### src/rtl/fetch_stage_if.sv
// Instruction-memory bus between the fetch stage and a combinational
// instruction memory: fetch drives the byte address, memory returns the word.
interface fetch_stage_if;
  logic [31:0] imem_addr;
  logic [31:0] imem_rd;

  modport master (output imem_addr, input imem_rd);
  modport slave  (input imem_addr, output imem_rd);
endinterface

### src/rtl/fetch_stage.sv
// Instruction fetch stage: keeps the program counter, reads the instruction
// memory combinationally at PC and registers the fetched word for decode.
// Handles stall, branch redirect (word-aligned), out-of-range halt and a
// saturating count of instructions delivered to decode.
module fetch_stage #(
  parameter logic [31:0] RESET_PC   = 32'h0000_0000,
  parameter int unsigned IMEM_WORDS = 64,
  parameter logic [31:0] NOP_INSTR  = 32'hE1A0_0000
) (
  input  logic         clk,
  input  logic         reset,
  input  logic         stall,
  input  logic         branch_taken,
  input  logic [31:0]  branch_target,
  fetch_stage_if.master imem,
  output logic [31:0]  instr_d,
  output logic [31:0]  pc_d,
  output logic [31:0]  pc_plus8_d,
  output logic         valid_d,
  output logic         fetch_fault,
  output logic [15:0]  fetch_count
);

  // One past the last valid byte address; 33 bits so a full 4 GiB memory
  // size does not overflow the comparison.
  localparam logic [32:0] MEM_BYTES = 33'(IMEM_WORDS) * 33'd4;
  localparam logic [15:0] COUNT_MAX = 16'hFFFF;

  typedef enum logic [0:0] {
    RUN  = 1'b0,
    HALT = 1'b1
  } state_t;

  state_t      state_r;
  logic [31:0] pc_r;
  logic [31:0] instr_r;
  logic [31:0] pc_d_r;
  logic [31:0] pc_plus8_r;
  logic        valid_r;
  logic        fault_r;
  logic [15:0] count_r;

  logic [31:0] pc_plus4_s;
  logic [31:0] pc_plus8_s;
  logic [31:0] branch_pc_s;
  logic        in_range_s;

  // The memory is addressed by the current PC with no intervening logic.
  assign imem.imem_addr = pc_r;

  // Next-address arithmetic wraps modulo 2^32; branch targets are forced to
  // a word boundary; the range check looks at the PC being fetched now.
  always_comb begin
    pc_plus4_s  = pc_r + 32'd4;
    pc_plus8_s  = pc_r + 32'd8;
    branch_pc_s = {branch_target[31:2], 2'b00};
    if ({1'b0, pc_r} < MEM_BYTES) begin
      in_range_s = 1'b1;
    end else begin
      in_range_s = 1'b0;
    end
  end

  // RUN/HALT control with PC, decode register and counter updates.
  // Priority: reset, then branch redirect, then state-specific behaviour.
  always_ff @(posedge clk) begin
    if (reset) begin
      state_r    <= RUN;
      pc_r       <= RESET_PC;
      instr_r    <= NOP_INSTR;
      pc_d_r     <= 32'h0000_0000;
      pc_plus8_r <= 32'h0000_0000;
      valid_r    <= 1'b0;
      fault_r    <= 1'b0;
      count_r    <= 16'h0000;
    end else if (branch_taken) begin
      // Redirect wins over stall and also leaves HALT; pc_d/pc_plus8_d keep
      // describing the last real instruction.
      state_r <= RUN;
      pc_r    <= branch_pc_s;
      instr_r <= NOP_INSTR;
      valid_r <= 1'b0;
      fault_r <= 1'b0;
    end else begin
      case (state_r)
        RUN: begin
          if (!in_range_s) begin
            // PC ran off the end of memory: freeze fetch and flag it.
            state_r <= HALT;
            fault_r <= 1'b1;
            instr_r <= NOP_INSTR;
            valid_r <= 1'b0;
          end else if (stall) begin
            // Hold everything so decode keeps the same instruction.
            state_r <= RUN;
          end else begin
            pc_r       <= pc_plus4_s;
            instr_r    <= imem.imem_rd;
            pc_d_r     <= pc_r;
            pc_plus8_r <= pc_plus8_s;
            valid_r    <= 1'b1;
            if (count_r != COUNT_MAX) begin
              count_r <= count_r + 16'd1;
            end else begin
              count_r <= COUNT_MAX;
            end
          end
        end
        HALT: begin
          valid_r <= 1'b0;
          fault_r <= 1'b1;
        end
        default: begin
          // Unreachable encoding: fail safe into the halted, faulted state.
          state_r <= HALT;
          instr_r <= NOP_INSTR;
          valid_r <= 1'b0;
          fault_r <= 1'b1;
        end
      endcase
    end
  end

  assign instr_d     = instr_r;
  assign pc_d        = pc_d_r;
  assign pc_plus8_d  = pc_plus8_r;
  assign valid_d     = valid_r;
  assign fetch_fault = fault_r;
  assign fetch_count = count_r;

endmodule

### src/flat_wrapper.sv
// flat-port wrapper written by rule: the top's interface ports become plain ports
module fetch_stage_flat 
#(
  parameter logic [31:0] RESET_PC   = 32'h0000_0000,
  parameter int unsigned IMEM_WORDS = 64,
  parameter logic [31:0] NOP_INSTR  = 32'hE1A0_0000
)
  (clk, reset, stall, branch_taken, branch_target, instr_d, pc_d, pc_plus8_d, valid_d, fetch_fault, fetch_count, imem_imem_addr, imem_imem_rd);
  fetch_stage_if imem_i ();
  input  logic clk;
  input  logic reset;
  input  logic stall;
  input  logic branch_taken;
  input  logic [31:0] branch_target;
  output logic [31:0] instr_d;
  output logic [31:0] pc_d;
  output logic [31:0] pc_plus8_d;
  output logic valid_d;
  output logic fetch_fault;
  output logic [15:0] fetch_count;
  output wire logic [$bits(imem_i.imem_addr)-1:0] imem_imem_addr;
  input wire logic [$bits(imem_i.imem_rd)-1:0] imem_imem_rd;
  assign imem_imem_addr = imem_i.imem_addr;
  assign imem_i.imem_rd = imem_imem_rd;
  fetch_stage #(.RESET_PC(RESET_PC), .IMEM_WORDS(IMEM_WORDS), .NOP_INSTR(NOP_INSTR)) u_core (.clk(clk), .reset(reset), .stall(stall), .branch_taken(branch_taken), .branch_target(branch_target), .imem(imem_i), .instr_d(instr_d), .pc_d(pc_d), .pc_plus8_d(pc_plus8_d), .valid_d(valid_d), .fetch_fault(fetch_fault), .fetch_count(fetch_count));
endmodule
### config.mk
export PLATFORM = sky130hd
export DESIGN_NAME = fetch_stage_flat
export DESIGN_NICKNAME = d
export VERILOG_FILES = /design/src/rtl/fetch_stage_if.sv /design/src/rtl/fetch_stage.sv /design/src/flat_wrapper.sv
export SDC_FILE = /design/constraint.sdc
export NUM_CORES = 1
export LEC_CHECK = 0
export ABC_AREA = 0
export ABC_CLOCK_PERIOD_IN_PS = 2300
export CELL_PAD_IN_SITES_DETAIL_PLACEMENT = 2
export CELL_PAD_IN_SITES_GLOBAL_PLACEMENT = 2
export CORE_MARGIN = 2
export CORE_UTILIZATION = 25
export CTS_BUF_LIST = sky130_fd_sc_hd__clkbuf_16
export CTS_CLUSTER_DIAMETER = 200
export CTS_CLUSTER_SIZE = 14
export DETAILED_ROUTE_END_ITERATION = 8
export GPL_ROUTABILITY_DRIVEN = 0
export MAX_ROUTING_LAYER = met4
export PLACE_DENSITY_LB_ADDON = 0.08
export SETUP_SLACK_MARGIN = 0.15
export SYNTH_ARGS = -nofsm -noshare
export SYNTH_HDL_FRONTEND = slang
export SYNTH_SLANG_ARGS = --single-unit
### constraint.sdc
create_clock -name clk -period 2.3 [get_ports clk]
set_clock_uncertainty 0.05 [all_clocks]
set_input_delay 0.345 -clock clk [delete_from_list [all_inputs] [get_ports clk]]
set_output_delay 0.345 -clock clk [all_outputs]
set_load 0.02 [all_outputs]
After elaboration in Yosys (flattened, before gate mapping)
Cells that the tools add are included.

Flip-flop bits (word level): 147. Output and inout port bits: 146. Word-level logic and storage cells: 43.

Add/subtract/negate cells: 3. Order comparisons: 1. Equality and inequality tests: 6. Muxes and demuxes: 15. Bitwise operators: 3. Reductions and logical operators: 6.

Operators by type and width (number): $mux W32 (6); $add A32 B3 Y32 const B (1); $add A32 B4 Y32 const B (1); $lt A32 B9 Y1 const B (1); $add A16 B1 Y16 const B (1); $mux W16 (1); $ne A16 B16 Y1 const B (1); $mux W1 (6); $ne A2 B2 Y1 const B (3); $reduce_and A3 Y1 (2); $pmux W1 S2 (2); $reduce_and A4 Y1 (1); $ne A3 B3 Y1 const B (1); $not A1 Y1 (3); $ne A2 B1 Y1 const B (1); $reduce_and A2 Y1 (1); $reduce_bool A2 Y1 (1); $reduce_or A2 Y1 (1).

Longest topological paths before layout
Depth after elaboration: 5. Mapped depth: 8. Gate-level depth less buffers: 5.

Worst setup path after synthesis
OpenSTA, ideal clock, no wires.

Kind: flip-flop to flip-flop. Start: register u_core.pc_r[12], in the netlist u_core.imem.imem_addr[12]. End: register u_core.pc_d_r[23], in the netlist u_core.pc_d[23]. Arrival: 1.763 ns. Data required time: 2.135 ns. Slack: 0.372 ns. Stages on the path, launching flop included: 9. Path buffers: 3. Period minus slack after synthesis: 1.928 ns. Cell sequence: dfxtp_1 nor4_1 nand4_1 buf_4 nor2_4 nor2_2 buf_2 buf_6 and2_1.

Cells in the longest elaborated chain, start to end: 3.

RTL lines: from (decl) (RTL line fetch_stage.sv:35) `logic [31:0] pc_r;`; from (signal assigned) (RTL line fetch_stage.sv:80) `pc_r <= branch_pc_s;`; from (signal assigned) (RTL line fetch_stage.sv:97) `pc_r <= pc_plus4_s;`; $lt A32 B9 Y1 (RTL line fetch_stage.sv:57) `if ({1'b0, pc_r} < MEM_BYTES) begin`; $mux W1 (RTL line fetch_stage.sv:57); $reduce_and A4 Y1 (no line); to (signal assigned) (RTL line fetch_stage.sv:99) `pc_d_r <= pc_r;`; to (decl) (RTL line fetch_stage.sv:37) `logic [31:0] pc_d_r;`.

No other way between the ends. A chain may end at the register's enable or synchronous reset.

Worst setup path after layout
Start: register u_core.pc_r[3], in the netlist u_core.imem.imem_addr[3]. End: output imem_imem_addr[3].

RTL lines: to (decl) (RTL line flat_wrapper.sv:21) `output wire logic [$bits(imem_i.imem_addr)-1:0] imem_imem_addr;`.

No word-level cell between the ends.

==> flow_metrics.tcl <==
set metrics [dict create \
    status "finished clean" \
    cp_data_arrival_time_ns 1.65 \
    hold_viol_final 0 \
    cts_max_path_buffers 2 \
    die_area_mm2 0.0213 \
    antenna_found_initial 1 \
    cp_slowest_stage_delay_ns 0.68 \
    ys_dominant_reg_cell "dfxtp_1" \
    synth_cell_type_count 41 \
    avgSynthCellArea_um2 10.9 \
    ir_worst_vdd_v 0.000513 \
    synth_seq_area_share_pct 55.7 \
    critPathKind "register to output pin" \
    antenna_left 0 \
    clockRootBuffer "clkbuf_16" \
    leakage_nw 2.97 \
    clk_latency_ns 0.42 \
    syn_inst 463 \
    grt_max_degree 48 \
    drt_iter0_drc 100 \
    synthesis.area_mm2 0.00503 \
    initial_utilization_pct 25.7 \
    via_count 4227 \
    rsz0062_at_grt "yes" \
    grt_pass1_wl_mm 26.3 \
    whs_ns 0.375 \
    worst-path-max-fanout 8 \
    final_cell_mix "clkdlybuf4s50_1, dfxtp_1, nor2_1, and2_1, mux2i_1" \
    critPathCaptureType "output pin" \
    tns_ns 0 \
    rows 51 \
    cp-start-kind "register" \
    worstPathRequired_ns 1.90 \
    cp_slowest_cell "clkdlybuf4s50_1" \
    grt_util_met2_pct 27.1 \
    power.total_mw 5.68 \
    cp_cell_sequence "clkdlybuf4s50_1" \
    die_h_um 146 \
    overflow 0 \
    finalMaxSlewViolations 0 \
    final_common_cell "clkdlybuf4s50_1" \
    grt-busiest-layer "met2" \
    htreeDepth 4 \
    period_share_pct 89.0 \
    viasPerCell 4.41 \
    cts_hold_buf 0 \
    power_density_mw_per_mm2 704 \
    ys_warn_count 0 \
    hold_class "input port to register" \
    setup_viol 0 \
    synth-seq-cells 140 \
    die_x_um 146 \
    tightest_slew_ns 0.538 \
    drt-wirelength-per-cell_um 17.4 \
    clk_pin_slew_ns 0.07 \
    synth_edf_count 0 \
    cap_violations 0 \
    drive_gt1_share_pct 11.3 \
    synthArstFlopShare_pct 0 \
    firstDrtPassIters 4 \
    cts_inserted_buffers 17 \
    slew_headroom_pct 64.1 \
    critPathTopFamily "buffers and inverters" \
    fmax_mhz 489 \
    grt_pass1_vias 4705 \
    area_growth_pct 60.5 \
    path_buf_inv 1 \
    met3_usage_pct 4.51 \
    fin_nets 751 \
    wl_mm 16.7 \
    remaining_drc_errors 0 \
    ioPinCount 214 \
    cts_sinks 140 \
    track_usage_pct 16.2 \
    dpl.hpwl_mm 12.2 \
    min_period_ns 2.05 \
    portBuffers 205 \
    design.core.area_mm2 0.0196 \
    cts_tree "built" \
    grtUsageMet1_pct 18.4 \
]
[cell type report]
type,count,area [um2]
multi-input cells,285,2040
clock buffers,17,425
fillers,2094,11500
inverters,7,26.3
well taps,265,332
clock inverters,15,160
diodes,1,2.50
repair buffers,229,2290
flip-flops and latches,140,2800
[metal layers]
| metal | up-vias | wire length (um) |
|---|---|---|
| met2 | 138 | 8350 |
| met1 | 2039 | 7040 |
| met4 | 0 | 384 |
| li1 | 2025 | - |
| met3 | 25 | 937 |
| met5 | - | 0 |
[kinds of logic (layout without fill, tap and decap cells)]
| logic type | after synthesis | in the layout | share of synthesized area [%] |
|---|---|---|---|
| AOI/OAI and AO/OA | 66 | 66 | 9.84 |
| xor gates and xnor gates | 20 | 20 | 3.48 |
| adders and majority gates | 3 | 3 | 0.746 |
| buffers and inverters | 43 | 268 | 5.49 |
| DFF | 140 | 140 | 55.7 |
| muxes | 33 | 33 | 6.56 |
| other | 1 | 7 | 0.0745 |
| and+or+nand+nor | 157 | 157 | 18.1 |
[cell usage after synthesis (4+ instances only)]
| cell type | n | area, um2 |
|---|---|---|
| nor4_1 | 5 | 31.3 |
| nand3_1 | 9 | 45.0 |
| inv_1 | 7 | 26.3 |
| a21oi_1 | 14 | 70.1 |
| xnor2_1 | 16 | 140 |
| dfxtp_1 | 140 | 2800 |
| mux2i_1 | 33 | 330 |
| clkbuf_1 | 8 | 30.0 |
| nor4_2 | 4 | 50.1 |
| a22o_1 | 26 | 228 |
| buf_1 | 4 | 15.0 |
| nor3_1 | 14 | 70.1 |
| a211oi_1 | 11 | 82.6 |
| nor2_1 | 47 | 176 |
| nand4_1 | 4 | 25.0 |
| xor2_1 | 4 | 35.0 |
| and2_1 | 48 | 300 |
| buf_6 | 8 | 90.1 |
| nand2_1 | 9 | 33.8 |
| buf_4 | 14 | 105 |
| o22a_1 | 6 | 52.6 |
[metrics by stage]
stage	std cells	utilization [%]	setup WS (ns)	instance area, um2
global route	959	41.2	0.150	8080
CTS	955	40.9	0.178	8010
finish	959	41.2	0.254	8080
detailed placement	923	37.8	0.0538	7400
global placement	923	37.8	0.0754	7400
floorplan	468	-	0.372	5050
[state kept, by name, summed over array words and instances, names as in the netlist]
name and flops:
u_core.state_r 1, u_core.valid_d 1, u_core.fetch_count 16, u_core.pc_plus8_d 30
u_core.imem.imem_addr 30, u_core.instr_d 32, u_core.pc_d 29, u_core.fetch_fault 1
[path summary, 6_finish.rpt]
check / start / endpoint / slack [ns] / cells after the start
min reg2reg: u_core.pc_plus8_d[9]$_SDFFE_PP0P_ / u_core.pc_plus8_d[9]$_SDFFE_PP0P_ / 0.41 / 1
max reg2reg: u_core.imem.imem_addr[15]$_SDFFE_PP0P_ / u_core.instr_d[7]$_SDFFE_PP0P_ / 0.32 / 8
min: reset / u_core.fetch_count[8]$_SDFFE_PP0P_ / 0.37 / 2
max: u_core.imem.imem_addr[3]$_SDFFE_PP0P_ / imem_imem_addr[3] / 0.25 / 1
[where the power goes]
group	leakage (nW)	switching (mW)	internal, mW
Sequential	1.13	0.0490	2.46
Clock	0.281	1.19	1.53
Combinational	1.56	0.214	0.238
[repair_timing]
item / CTS / global route
endpoints found under the setup margin: 45 / 51
setup buffers: 0 / 3
resized for setup: 6 / 9
pin swaps: 0 / 7
(Power assumes the default switching activity.)
